==> src/rtl/maxplus_pkg.sv <==
// Shared word width, default frame length and FSM state encoding for the maxplus frame-max block.
package maxplus_pkg;

  localparam int WORD_W      = 16;
  localparam int MAX_LEN_DEF = 16;

  typedef logic [WORD_W-1:0] word_t;

  typedef enum logic [1:0] {
    IDLE  = 2'd0,
    ACCUM = 2'd1,
    DONE  = 2'd2
  } state_t;

endpackage

==> src/rtl/maxplus_frame_max_if.sv <==
// Word-in / result-out handshake bundle; slave is the frame-max block, master is its driver.
interface maxplus_frame_max_if #(
  parameter int IDX_W = 4
);
  import maxplus_pkg::*;

  word_t            in_data;
  logic             in_valid;
  logic             in_last;
  logic             in_ready;
  word_t            out_max;
  logic [IDX_W-1:0] out_idx;
  logic [IDX_W:0]   out_count;
  logic             out_trunc;
  logic             out_valid;
  logic             out_ready;

  modport slave (
    input  in_data, in_valid, in_last, out_ready,
    output in_ready, out_max, out_idx, out_count, out_trunc, out_valid
  );

  modport master (
    output in_data, in_valid, in_last, out_ready,
    input  in_ready, out_max, out_idx, out_count, out_trunc, out_valid
  );

endinterface

==> src/rtl/maxplus_cmp16.sv <==
// Combinational 16-bit unsigned strict greater-than; no state, no latency.
module maxplus_cmp16
  import maxplus_pkg::*;
(
  input  word_t a_i,
  input  word_t b_i,
  output logic  gt_o
);

  assign gt_o = (a_i > b_i);

endmodule

==> src/rtl/maxplus_frame_max.sv <==
// Per-frame unsigned max/argmax/count; result valid 1 cycle after the frame-ending word and held, in_ready low, until out_ready.
// Argmax index register is built only when MAXPLUS_ARGMAX_EN is defined; otherwise out_idx is tied to 0.
module maxplus_frame_max
  import maxplus_pkg::*;
#(
  parameter int MAX_LEN = MAX_LEN_DEF,
  parameter int IDX_W   = 4
) (
  input logic                 clk,
  input logic                 rst_n,
  maxplus_frame_max_if.slave  bus
);

  state_t         state_q, state_d;
  word_t          max_q, max_d;
  logic [IDX_W:0] cnt_q, cnt_d;
  logic           trunc_q, trunc_d;

  logic           in_ready_c;
  logic           out_valid_c;
  logic           accept;
  logic           first;
  logic           gt;
  logic           frame_end;
  logic [IDX_W:0] cnt_nxt;

  assign accept    = bus.in_valid && in_ready_c;
  assign first     = (state_q == IDLE);
  assign cnt_nxt   = first ? (IDX_W+1)'(1) : cnt_q + (IDX_W+1)'(1);
  assign frame_end = bus.in_last || (cnt_nxt == (IDX_W+1)'(MAX_LEN));

  maxplus_cmp16 u_cmp (
    .a_i  (bus.in_data),
    .b_i  (max_q),
    .gt_o (gt)
  );

  always_ff @(posedge clk or negedge rst_n) begin
    if (!rst_n) state_q <= IDLE;
    else        state_q <= state_d;
  end

  always_comb begin
    state_d = state_q;
    case (state_q)
      IDLE:    if (accept) state_d = frame_end ? DONE : ACCUM;
      ACCUM:   if (accept && frame_end) state_d = DONE;
      DONE:    if (bus.out_ready) state_d = IDLE;
      default: state_d = IDLE;
    endcase
  end

  always_comb begin
    in_ready_c  = (state_q != DONE);
    out_valid_c = (state_q == DONE);
  end

  // Running registers double as the result: nothing is accepted in DONE, so they hold.
  always_comb begin
    max_d   = max_q;
    cnt_d   = cnt_q;
    trunc_d = trunc_q;
    if (accept) begin
      if (first || gt) max_d = bus.in_data;
      cnt_d   = cnt_nxt;
      trunc_d = frame_end && !bus.in_last;
    end
  end

  always_ff @(posedge clk or negedge rst_n) begin
    if (!rst_n) begin
      max_q   <= '0;
      cnt_q   <= '0;
      trunc_q <= 1'b0;
    end else begin
      max_q   <= max_d;
      cnt_q   <= cnt_d;
      trunc_q <= trunc_d;
    end
  end

`ifdef MAXPLUS_ARGMAX_EN
  logic [IDX_W-1:0] idx_q, idx_d;

  // cnt_q is below MAX_LEN in ACCUM, so it is the new word's position and never wraps.
  always_comb begin
    idx_d = idx_q;
    if (accept) begin
      if (first)   idx_d = '0;
      else if (gt) idx_d = cnt_q[IDX_W-1:0];
    end
  end

  always_ff @(posedge clk or negedge rst_n) begin
    if (!rst_n) idx_q <= '0;
    else        idx_q <= idx_d;
  end

  assign bus.out_idx = idx_q;
`else
  assign bus.out_idx = '0;
`endif

  assign bus.in_ready  = in_ready_c;
  assign bus.out_valid = out_valid_c;
  assign bus.out_max   = max_q;
  assign bus.out_count = cnt_q;
  assign bus.out_trunc = trunc_q;

endmodule
==> src/flat_wrapper.sv <==
// flat-port wrapper written by rule: the top's interface ports become plain ports
module maxplus_frame_max_flat import maxplus_pkg::*;
#(
  parameter int MAX_LEN = MAX_LEN_DEF,
  parameter int IDX_W   = 4
)
  (clk, rst_n, bus_in_data, bus_in_valid, bus_in_last, bus_out_ready, bus_in_ready, bus_out_max, bus_out_idx, bus_out_count, bus_out_trunc, bus_out_valid);
  maxplus_frame_max_if #(.IDX_W(IDX_W)) bus_i ();
  input logic clk;
  input logic rst_n;
  input wire logic [$bits(bus_i.in_data)-1:0] bus_in_data;
  input wire logic [$bits(bus_i.in_valid)-1:0] bus_in_valid;
  input wire logic [$bits(bus_i.in_last)-1:0] bus_in_last;
  input wire logic [$bits(bus_i.out_ready)-1:0] bus_out_ready;
  output wire logic [$bits(bus_i.in_ready)-1:0] bus_in_ready;
  output wire logic [$bits(bus_i.out_max)-1:0] bus_out_max;
  output wire logic [$bits(bus_i.out_idx)-1:0] bus_out_idx;
  output wire logic [$bits(bus_i.out_count)-1:0] bus_out_count;
  output wire logic [$bits(bus_i.out_trunc)-1:0] bus_out_trunc;
  output wire logic [$bits(bus_i.out_valid)-1:0] bus_out_valid;
  assign bus_i.in_data = bus_in_data;
  assign bus_i.in_valid = bus_in_valid;
  assign bus_i.in_last = bus_in_last;
  assign bus_i.out_ready = bus_out_ready;
  assign bus_in_ready = bus_i.in_ready;
  assign bus_out_max = bus_i.out_max;
  assign bus_out_idx = bus_i.out_idx;
  assign bus_out_count = bus_i.out_count;
  assign bus_out_trunc = bus_i.out_trunc;
  assign bus_out_valid = bus_i.out_valid;
  maxplus_frame_max #(.MAX_LEN(MAX_LEN), .IDX_W(IDX_W)) u_core (.clk(clk), .rst_n(rst_n), .bus(bus_i));
endmodule
==> config.mk <==
export PLATFORM = sky130hd
export DESIGN_NAME = maxplus_frame_max_flat
export DESIGN_NICKNAME = d
export VERILOG_FILES = /design/src/rtl/maxplus_pkg.sv /design/src/rtl/maxplus_frame_max_if.sv /design/src/rtl/maxplus_cmp16.sv /design/src/rtl/maxplus_frame_max.sv /design/src/flat_wrapper.sv
export SDC_FILE = /design/constraint.sdc
export NUM_CORES = 1
export LEC_CHECK = 0
export CORE_MARGIN = 2
export CORE_UTILIZATION = 44
export CTS_BUF_LIST = sky130_fd_sc_hd__clkbuf_16
export DETAILED_ROUTE_END_ITERATION = 10
export PLACE_DENSITY = 0.82
export SLEW_MARGIN = 0
export SYNTH_ARGS = -nofsm -noshare
export SYNTH_HDL_FRONTEND = slang
export SYNTH_SLANG_ARGS = --single-unit
==> constraint.sdc <==
create_clock -name clk -period 2 [get_ports clk]
set_clock_uncertainty 0.15 [all_clocks]
set_input_delay 0.3 -clock clk [delete_from_list [all_inputs] [get_ports clk]]
set_output_delay 0.3 -clock clk [all_outputs]
set_load 0.01 [all_outputs]
# Word level (Yosys, flattened, before mapping)
# Cells that the tools add are included.
[totals] reg_bits=24 latch_bits=0 mem_bits_rw=0 mem_bits_ro=0 elab_cells=28 mem_count=0
[classes] add_sub_neg=1 mul=0 div=0 n_lt_le_gt_ge=1 eq_ne=7 shift=0 n_mux=6 bitwise=0 n_reduce_logical=9
[op_table] cell="$gt A16 B16 Y1" count=1
[op_table] cell="$mux W2" count=4
[op_table] cell="$pmux W2 S3" count=1
[op_table] cell="$add A5 B1 Y5 const B" count=1
[op_table] cell="$eq A5 B5 Y1 const B" count=1
[op_table] cell="$mux W5" count=1
[op_table] cell="$ne A2 B1 Y1 const B" count=2
[op_table] cell="$ne A2 B2 Y1 const B" count=2
[op_table] cell="$logic_and A1 B1 Y1" count=3
[op_table] cell="$reduce_and A3 Y1" count=1
[op_table] cell="$eq A2 B1 Y1 const B" count=1
[op_table] cell="$eq A2 B2 Y1 const B" count=1
[op_table] cell="$logic_not A2 Y1" count=1
[op_table] cell="$logic_or A1 B1 Y1" count=2
[op_table] cell="$reduce_and A2 Y1" count=1
[op_table] cell="$logic_not A1 Y1" count=1

# Longest topological paths before layout
# Gate-level depths: netlist (run 1).
[logic_depth] depth_word=7 depth_mapped=9 mapped_depth_nobuf=7

# Hierarchy
# A second synthesis (run 1) with hierarchy kept.
[unflattened] cells_unflattened=141 hier_area_um2=1542.7
[modules_own_cells] mod="maxplus_frame_max" instances=1 cells_per_inst=85 area_each_um2=1136.1 seq_area_each_um2=600.6
[modules_own_cells] mod="maxplus_cmp16" instances=1 cells_per_inst=56 area_each_um2=406.6 seq_area_each_um2=0.0

# Least setup slack after synthesis (run 1)
# No wires, ideal clock.
[synth_timing] path_kind="reg-to-reg" from="register u_core.max_q[15], in the netlist u_core.bus.out_max[15]" to="register u_core.max_q[10], in the netlist u_core.bus.out_max[10]" setup_time_ns=0.095 t_arrival_ns=2.032 required_ns=1.755 path_slack_ns=-0.278 stages_incl_launch_ff=10 cell_sequence="dfrtp_1 -> inv_1 -> ha_1 -> nand4_4 -> nor4_4 -> o21ai_2 -> and3_1 -> buf_6 -> buf_6 -> o31ai_1"
[synth_between] elab_chain_cells=3
[synth_lines] item="start, declared" line_no="maxplus_frame_max.sv:15" rtl="word_t max_q, max_d;"
[synth_lines] item="start signal, assigned" line_no="maxplus_frame_max.sv:76" rtl="max_q <= max_d;"
[synth_lines] item="$gt A16 B16 Y1" line_no="maxplus_cmp16.sv:10" rtl="assign gt_o = (a_i > b_i);"
[synth_lines] item="$logic_or A1 B1 Y1" line_no="maxplus_frame_max.sv:64" rtl="if (first || gt) max_d = bus.in_data;"
[synth_lines] item="$reduce_and A2 Y1 (no line)"
# Every way passes these cells.
# A chain may end at the register's enable or synchronous reset.

# Worst setup path in the final report (run 1)
[layout_timing] from="register u_core.max_q[12], in the netlist u_core.bus.out_max[12]" to="register u_core.max_q[5], in the netlist u_core.bus.out_max[5]"
# The elaborated chain is that of the path after synthesis.

==> results of run 1 <==
==> cells by family after synthesis <==
kind of cell	after synthesis	share of synthesized area
compound gates	57	0.236
buf+inv	50	0.123
simple gates	50	0.174
flops	24	0.336
fa+ha+maj	17	0.119
xor+xnor	2	0.00981
other cells	1	0.00210
==> cell type report <==
| class | instances | area (sq um) |
|---|---|---|
| timing repair buffer | 91 | 883 |
| clock buffer | 3 | 75.1 |
| fill | 231 | 795 |
| tap | 50 | 62.6 |
| sequential | 24 | 601 |
| clock inverter | 1 | 30.0 |
| inverter | 34 | 128 |
| multi-input combinational | 130 | 1370 |
==> path summary, 6_finish.rpt <==
path | endpoint | start
max | u_core.bus.out_max[5] | u_core.bus.out_max[12]
min | u_core.bus.out_max[4] | bus_in_data[4]
max reg2reg | u_core.bus.out_max[5] | u_core.bus.out_max[12]
min reg2reg | u_core.state_q[1] | u_core.state_q[1]
max in group asynchronous | u_core.bus.out_max[15] | rst_n
min in group asynchronous | u_core.bus.out_max[8] | rst_n
==> per-stage QoR <==
step                setup WS [ps]   util  std cells  power (mW)  hold WS [ps]
floorplan                    -176      -        204        1.83          -146
detailed placement           -528  0.647        318        2.80           332
global route                 -493  0.798        333        4.34           198
global placement             -442  0.647        318        2.73           343
finish                       -390  0.798        333        4.13           192
CTS                          -154  0.732        328        3.65           271
==> flip-flops by register name (all words and copies together), names as in the netlist <==
signal                cells
u_core.bus.out_max       16
u_core.bus.out_count      5
u_core.bus.out_trunc      1
u_core.state_q            2
==> tightest hold or removal path: stages <==
cell and delay (ps):
sky130_fd_sc_hd__dlymetal6s2s_1 140, sky130_fd_sc_hd__inv_1 60, sky130_fd_sc_hd__o31ai_1 60
==> where the power goes <==
part	internal, mW	switching (mW)	total, mW
Clock	0.399	0.195	0.594
Combinational	1.38	1.31	2.69
Sequential	0.666	0.183	0.849
Total	2.44	1.68	4.13
==> routing by layer <==
metal | share of wire | track usage
met5 | 0 | 0
met4 | 0.051 | 0.168
met3 | 0.081 | 0.0483
met2 | 0.49 | 0.512
met1 | 0.38 | 0.345
==> cells in the final DEF, fill, tap and decap left out, types with 3 or more instances in the layout <==
cell / netlist / layout
sky130_fd_sc_hd__nand2_1: 9 / 8
sky130_fd_sc_hd__conb_1: 1 / 4
sky130_fd_sc_hd__buf_4: 4 / 35
sky130_fd_sc_hd__clkbuf_16: 0 / 4
sky130_fd_sc_hd__buf_6: 2 / 6
sky130_fd_sc_hd__a32oi_1: 16 / 6
sky130_fd_sc_hd__nand2b_1: 4 / 4
sky130_fd_sc_hd__a21oi_1: 7 / 6
sky130_fd_sc_hd__o31ai_1: 17 / 3
sky130_fd_sc_hd__ha_4: 0 / 8
sky130_fd_sc_hd__o31ai_2: 0 / 8
sky130_fd_sc_hd__dfrtp_1: 24 / 24
sky130_fd_sc_hd__clkdlybuf4s50_1: 0 / 34
sky130_fd_sc_hd__nor2_1: 5 / 4
sky130_fd_sc_hd__a32oi_4: 0 / 3
sky130_fd_sc_hd__nor4_1: 15 / 13
sky130_fd_sc_hd__nand4_1: 3 / 3
sky130_fd_sc_hd__nand3_1: 4 / 4
sky130_fd_sc_hd__dlygate4sd2_1: 0 / 6
sky130_fd_sc_hd__o31ai_4: 0 / 6
sky130_fd_sc_hd__a32oi_2: 0 / 7
sky130_fd_sc_hd__inv_1: 34 / 30
sky130_fd_sc_hd__o21ai_1: 4 / 4
sky130_fd_sc_hd__ha_1: 17 / 8
sky130_fd_sc_hd__inv_2: 0 / 4
sky130_fd_sc_hd__dlymetal6s2s_1: 0 / 4
==> timing repair <==
item | 4_1_cts | 5_1_grt
pin swaps | 7 | 17
buffers inserted | 4 | 3
gates cloned | 2 | 2
endpoints found under the setup margin | 18 | 20
gates resized for setup | 39 | 36
==> flow_results.xml, run 1 <==
<?xml version="1.0" encoding="UTF-8"?>
<metrics>
  <group name="sta">
    <metric name="final.min_clock_period" unit="ps">2390</metric>
    <metric name="unrepaired_setup_endpoints_after_global_routing" unit="">yes</metric>
    <metric name="finalSetupTns" unit="ps">-5590</metric>
    <metric name="timing.final.crit_share" unit="">1.19</metric>
    <metric name="final.setup.worst_slack" unit="ps">-390</metric>
    <metric name="slew_headroom" unit="">0.606</metric>
    <metric name="max_freq" unit="MHz">418</metric>
    <metric name="worst-slew-pin-transition" unit="ps">586</metric>
    <metric name="hold_viol_final" unit="">0</metric>
    <metric name="report.final.slew_viol_count" unit="">0</metric>
    <metric name="setup_viol" unit="">19</metric>
  </group>
  <group name="clock_tree">
    <metric name="ctsHoldBuffers" unit="">0</metric>
    <metric name="cts_max_level" unit="">1</metric>
    <metric name="clk_transition_reported_paths" unit="ps">70</metric>
    <metric name="cts-buffers-inserted" unit="">3</metric>
    <metric name="worst_skew_pair.late_latency" unit="ps">260</metric>
    <metric name="clock_tree_from_tritoncts" unit="">built</metric>
    <metric name="clock_sinks" unit="">24</metric>
    <metric name="clock_tree_root_driver_cell" unit="">sky130_fd_sc_hd__clkbuf_16</metric>
    <metric name="maximum_clock_path_buffer_count" unit="">2</metric>
  </group>
  <group name="setup_path">
    <metric name="critical_path_class" unit="">reg2reg</metric>
    <metric name="slowest_delay" unit="ps">420</metric>
    <metric name="ff2ff_setup_slack" unit="ps">-390</metric>
    <metric name="start_kind" unit="">flip-flop</metric>
    <metric name="crit_arrival" unit="ps">2400</metric>
    <metric name="critPathTopFamily" unit="">simple AND/OR/NAND/NOR gates</metric>
    <metric name="reg2regPathDepth" unit="">9</metric>
    <metric name="critical_path_endpoint_category" unit="">flip-flop</metric>
    <metric name="critPathBufInv" unit="">3</metric>
    <metric name="cp_data_required_time" unit="ps">2020</metric>
    <metric name="worstPathMaxFanout" unit="">8</metric>
    <metric name="crit_slowest_cell" unit="">sky130_fd_sc_hd__dfrtp_1</metric>
    <metric name="cp_num_cells" unit="">9</metric>
    <metric name="crit_path_cell_trace" unit="">inv_2 -&gt; ha_4 -&gt; nand4_4 -&gt; buf_6 -&gt; nor4_4 -&gt; o21ai_4 -&gt; and3_4 -&gt; buf_8 -&gt; o31ai_2</metric>
  </group>
  <group name="cells_and_area">
    <metric name="area_delta_synth_final" unit="%">76.3</metric>
    <metric name="fin_area" unit="sq um">3150</metric>
    <metric name="fin_nets" unit="">322</metric>
    <metric name="share_of_post_route_cells_with_drive_strength_above_1" unit="">0.357</metric>
    <metric name="num_antenna_cells" unit="">0</metric>
  </group>
  <group name="global_routing">
    <metric name="grt_antenna_before_repair" unit="">0</metric>
    <metric name="vias_in_the_first_global_route" unit="">2062</metric>
    <metric name="grt_max_degree" unit="">25</metric>
    <metric name="first_pass_grt_wire_length" unit="um">9970</metric>
    <metric name="grt_overflow_total" unit="">0</metric>
    <metric name="grt_util_all_layers" unit="">0.296</metric>
  </group>
  <group name="pwr">
    <metric name="power_leakage" unit="nW">1.37</metric>
    <metric name="peakVddDrop" unit="mV">0.599</metric>
    <metric name="power_per_cell_area" unit="nW/um^2">1310</metric>
  </group>
  <group name="outcome">
    <metric name="status" unit="">finished, violations left</metric>
    <metric name="violations" unit="">negative setup slack</metric>
  </group>
  <group name="drt">
    <metric name="routedWlPerCell" unit="um">23.1</metric>
    <metric name="drt_iter0_drc" unit="">301</metric>
    <metric name="vias" unit="">2155</metric>
    <metric name="drt_pre_antenna_iters" unit="">4</metric>
    <metric name="drt.antenna.violating_nets" unit="">0</metric>
    <metric name="routed_wl" unit="um">7680</metric>
    <metric name="viasPerCell" unit="">6.47</metric>
    <metric name="post-route-drc-count" unit="">0</metric>
  </group>
  <group name="yosys">
    <metric name="synthDominantCellAreaShare" unit="">0.336</metric>
    <metric name="post_synth_inst_count" unit="">201</metric>
    <metric name="yosysUniqueCellTypes" unit="">38</metric>
    <metric name="number_of_enable_type_register_cells_in_the_synthesized_netlist" unit="">0</metric>
    <metric name="synth_most_common_cell" unit="">sky130_fd_sc_hd__inv_1</metric>
    <metric name="largest_cells_by_area_after_synthesis" unit="">sky130_fd_sc_hd__dfrtp_1 34%, sky130_fd_sc_hd__ha_1 12%, sky130_fd_sc_hd__a32oi_1 7.8%, sky130_fd_sc_hd__inv_1 7.1%, sky130_fd_sc_hd__o31ai_1 7.1%</metric>
    <metric name="synthesis.yosys.warnings" unit="">0</metric>
    <metric name="dominantRegCellSynth" unit="">sky130_fd_sc_hd__dfrtp_1</metric>
    <metric name="ys_seq_elements" unit="">24</metric>
    <metric name="synth-async-reset-ratio" unit="">1.00</metric>
    <metric name="synth_area_per_cell" unit="sq um">8.88</metric>
    <metric name="synthTopCellsByCount" unit="">34 x sky130_fd_sc_hd__inv_1, 24 x sky130_fd_sc_hd__dfrtp_1, 17 x sky130_fd_sc_hd__ha_1, 17 x sky130_fd_sc_hd__o31ai_1, 16 x sky130_fd_sc_hd__a32oi_1</metric>
    <metric name="ys_seq_area_frac" unit="">0.336</metric>
    <metric name="post_synthesis_instance_area" unit="sq um">1790</metric>
    <metric name="yosysTopAreaCell" unit="">sky130_fd_sc_hd__dfrtp_1</metric>
  </group>
  <group name="floorplan">
    <metric name="dieArea" unit="sq um">4580</metric>
    <metric name="placeableCoreArea" unit="sq um">3940</metric>
    <metric name="chipWidth" unit="um">67.7</metric>
    <metric name="ioPinCount" unit="">49</metric>
    <metric name="num_rows" unit="">23</metric>
    <metric name="initial_utilization" unit="">0.453</metric>
    <metric name="die_height" unit="um">67.7</metric>
  </group>
  <group name="min_path">
    <metric name="worst_min_path_class" unit="">in2reg</metric>
    <metric name="hold-path-cell-count" unit="">3</metric>
  </group>
  <group name="placement">
    <metric name="placement.cell_area" unit="sq um">2550</metric>
    <metric name="count_of_port_buffers_added_during_placement" unit="">44</metric>
    <metric name="placer_s_final_routability_congestion_estimate" unit="">0.864</metric>
    <metric name="dp_hpwl" unit="um">3610</metric>
  </group>
  <group name="flow_run">
    <metric name="drv_cap" unit="">0</metric>
  </group>
</metrics>
Note: power is estimated with default switching activity, not from simulation.
==> inputs of run 2 (changes only) <==
- GPL_ROUTABILITY_DRIVEN: unset -> 0
- RECOVER_POWER: unset -> 50
==> run 2 against run 1 <==
Net effect: the run still ends with negative setup slack left; via count increased by 0.23%; combinational power about the same; register-to-register slack about the same; clock power about the same; cell count unchanged; design area decreased by 0.20%; global-route usage unchanged; sequential power about the same; wire length increased by 0.10%; die area unchanged; worst setup slack got worse by 0.93 ps; non-clock buffer count unchanged; largest power group unchanged.
==> flow_results.xml, run 2 (synthesis gave the netlist of run 1 again) <==
<?xml version="1.0" encoding="UTF-8"?>
<metrics>
  <group name="drt">
    <metric name="post-route-drc-count" unit="">0</metric>
    <metric name="drt.antenna.violating_nets" unit="">0</metric>
    <metric name="drt_pre_antenna_iters" unit="">5</metric>
    <metric name="routed_wl" unit="um">7690</metric>
    <metric name="vias" unit="">2160</metric>
    <metric name="routedWlPerCell" unit="um">23.1</metric>
    <metric name="viasPerCell" unit="">6.49</metric>
    <metric name="drt_iter0_drc" unit="">302</metric>
  </group>
  <group name="setup_path">
    <metric name="critical_path_class" unit="">reg2reg</metric>
    <metric name="ff2ff_setup_slack" unit="ps">-390</metric>
    <metric name="crit_arrival" unit="ps">2410</metric>
    <metric name="worstPathMaxFanout" unit="">8</metric>
    <metric name="critical_path_endpoint_category" unit="">flip-flop</metric>
    <metric name="cp_data_required_time" unit="ps">2020</metric>
    <metric name="reg2regPathDepth" unit="">9</metric>
    <metric name="rr_endpoint" unit="">u_core.bus.out_max[5]</metric>
    <metric name="r2r-start" unit="">u_core.bus.out_max[12]</metric>
    <metric name="start_kind" unit="">flip-flop</metric>
  </group>
  <group name="pwr">
    <metric name="power_leakage" unit="nW">1.36</metric>
    <metric name="power_per_cell_area" unit="nW/um^2">1310</metric>
    <metric name="report.power.total" unit="mW">4.13</metric>
    <metric name="peakVddDrop" unit="mV">0.601</metric>
  </group>
  <group name="clock_tree">
    <metric name="clock_tree_from_tritoncts" unit="">built</metric>
    <metric name="worst_skew_pair.late_latency" unit="ps">260</metric>
    <metric name="maximum_clock_path_buffer_count" unit="">2</metric>
    <metric name="clock_sinks" unit="">24</metric>
    <metric name="clock_tree_root_driver_cell" unit="">sky130_fd_sc_hd__clkbuf_16</metric>
    <metric name="cts_max_level" unit="">1</metric>
    <metric name="ctsHoldBuffers" unit="">0</metric>
    <metric name="clk_transition_reported_paths" unit="ps">70</metric>
    <metric name="cts-buffers-inserted" unit="">3</metric>
  </group>
  <group name="cells_and_area">
    <metric name="area_delta_synth_final" unit="%">76.0</metric>
    <metric name="most-common-layout-cells" unit="">33 x sky130_fd_sc_hd__buf_4, 33 x sky130_fd_sc_hd__clkdlybuf4s50_1, 30 x sky130_fd_sc_hd__inv_1, 24 x sky130_fd_sc_hd__dfrtp_1, 13 x sky130_fd_sc_hd__nor4_1</metric>
    <metric name="fillerInstances" unit="">234</metric>
    <metric name="num_antenna_cells" unit="">0</metric>
    <metric name="largest_reg_flops" unit="">16</metric>
    <metric name="fin_nets" unit="">322</metric>
    <metric name="multi_input_comb_area" unit="sq um">1370</metric>
    <metric name="seq_area" unit="sq um">601</metric>
    <metric name="layout.core_utilization" unit="">0.797</metric>
    <metric name="share_of_post_route_cells_with_drive_strength_above_1" unit="">0.353</metric>
  </group>
  <group name="min_path">
    <metric name="worst_hold_startpoint" unit="">bus_in_data[4]</metric>
    <metric name="holdPathEnd" unit="">u_core.bus.out_max[4]</metric>
    <metric name="worst_min_path_class" unit="">in2reg</metric>
    <metric name="hold-path-cell-count" unit="">3</metric>
  </group>
  <group name="sta">
    <metric name="setup_viol" unit="">19</metric>
    <metric name="slew_headroom" unit="">0.568</metric>
    <metric name="worst-slew-pin-transition" unit="ps">648</metric>
    <metric name="hold_viol_final" unit="">0</metric>
    <metric name="unrepaired_setup_endpoints_after_global_routing" unit="">yes</metric>
    <metric name="timing.final.crit_share" unit="">1.20</metric>
    <metric name="hold_ws" unit="ps">190</metric>
    <metric name="final.min_clock_period" unit="ps">2390</metric>
    <metric name="final.setup.worst_slack" unit="ps">-390</metric>
    <metric name="report.final.slew_viol_count" unit="">0</metric>
    <metric name="max_freq" unit="MHz">418</metric>
  </group>
  <group name="floorplan">
    <metric name="placeableCoreArea" unit="sq um">3940</metric>
    <metric name="initial_utilization" unit="">0.453</metric>
    <metric name="dieArea" unit="sq um">4580</metric>
    <metric name="chipWidth" unit="um">67.7</metric>
    <metric name="num_rows" unit="">23</metric>
    <metric name="ioPinCount" unit="">49</metric>
    <metric name="die_height" unit="um">67.7</metric>
  </group>
  <group name="outcome">
    <metric name="violations" unit="">negative setup slack</metric>
    <metric name="status" unit="">finished, violations left</metric>
  </group>
  <group name="global_routing">
    <metric name="first_pass_grt_wire_length" unit="um">9970</metric>
    <metric name="vias_in_the_first_global_route" unit="">2062</metric>
    <metric name="grt_max_degree" unit="">25</metric>
    <metric name="grt_util_all_layers" unit="">0.296</metric>
    <metric name="grt_overflow_total" unit="">0</metric>
    <metric name="grt_antenna_before_repair" unit="">0</metric>
  </group>
  <group name="placement">
    <metric name="dp_worst_setup_slack" unit="ps">-528</metric>
    <metric name="count_of_port_buffers_added_during_placement" unit="">44</metric>
    <metric name="dp_hpwl" unit="um">3610</metric>
  </group>
  <group name="flow_run">
    <metric name="drv_cap" unit="">0</metric>
  </group>
</metrics>
## run 2: changes by cell type in the layout (fill, tap and decap cells not counted), sizes merged
cell and change:
clkbuf +2, clkdlybuf4s50 -1, dlygate4sd3 +1, buf -2
## run 2: repair_timing
item / 4_1_cts / 5_1_grt
gates resized for setup: 39 / 36
pin swaps: 7 / 17
buffers inserted: 4 / 3
endpoints found under the setup margin: 18 / 20
gates cloned: 2 / 2
## run 2: final cells by class
cell class                      count  area share
Multi-Input combinational cell    130       0.436
Timing Repair Buffer               91       0.279
Sequential cell                    24       0.191
Inverter                           34      0.0406
Clock buffer                        3      0.0239
Tap cell                           50      0.0199
Clock inverter                      1     0.00956
## run 2: how the worst max path moves through the flow
stage                                  end                   start
floorplan           u_core.bus.out_max[10]   u_core.bus.out_max[5]
global placement     u_core.bus.out_max[0]          bus_in_data[5]
detailed placement  u_core.bus.out_max[12]          bus_in_data[9]
CTS                 u_core.bus.out_max[15]  u_core.bus.out_max[13]
global route         u_core.bus.out_max[5]  u_core.bus.out_max[12]
finish               u_core.bus.out_max[5]  u_core.bus.out_max[12]
## run 2: metrics by stage
| step | TNS [ps] | std cells | instance area, sq um |
|---|---|---|---|
| after floorplan | -2130 | 204 | 1860 |
| after global placement | -6680 | 318 | 2550 |
| after detailed placement | -7520 | 318 | 2550 |
| after CTS | -2020 | 328 | 2890 |
| after global routing | -7620 | 333 | 3140 |
| final | -5560 | 333 | 3140 |
## run 2: layer usage
metal	GRT usage	part of all wire
met1	0.345	0.38
met2	0.512	0.49
met3	0.0483	0.076
met4	0.168	0.053
met5	0	0
## run 2: report_power, final
part	switching, mW	total, mW	internal [mW]
Combinational	1.31	2.68	1.38
Clock	0.195	0.594	0.399
Sequential	0.184	0.849	0.666
## run 2: worst max-delay path: stages (launching register included)
cell	delay, ps
sky130_fd_sc_hd__dfrtp_1	420
sky130_fd_sc_hd__inv_2	70
sky130_fd_sc_hd__ha_4	280
sky130_fd_sc_hd__nand4_4	160
sky130_fd_sc_hd__buf_6	170
sky130_fd_sc_hd__nor4_4	250
sky130_fd_sc_hd__o21ai_4	170
sky130_fd_sc_hd__and3_4	210
sky130_fd_sc_hd__buf_8	150
sky130_fd_sc_hd__o31ai_2	250
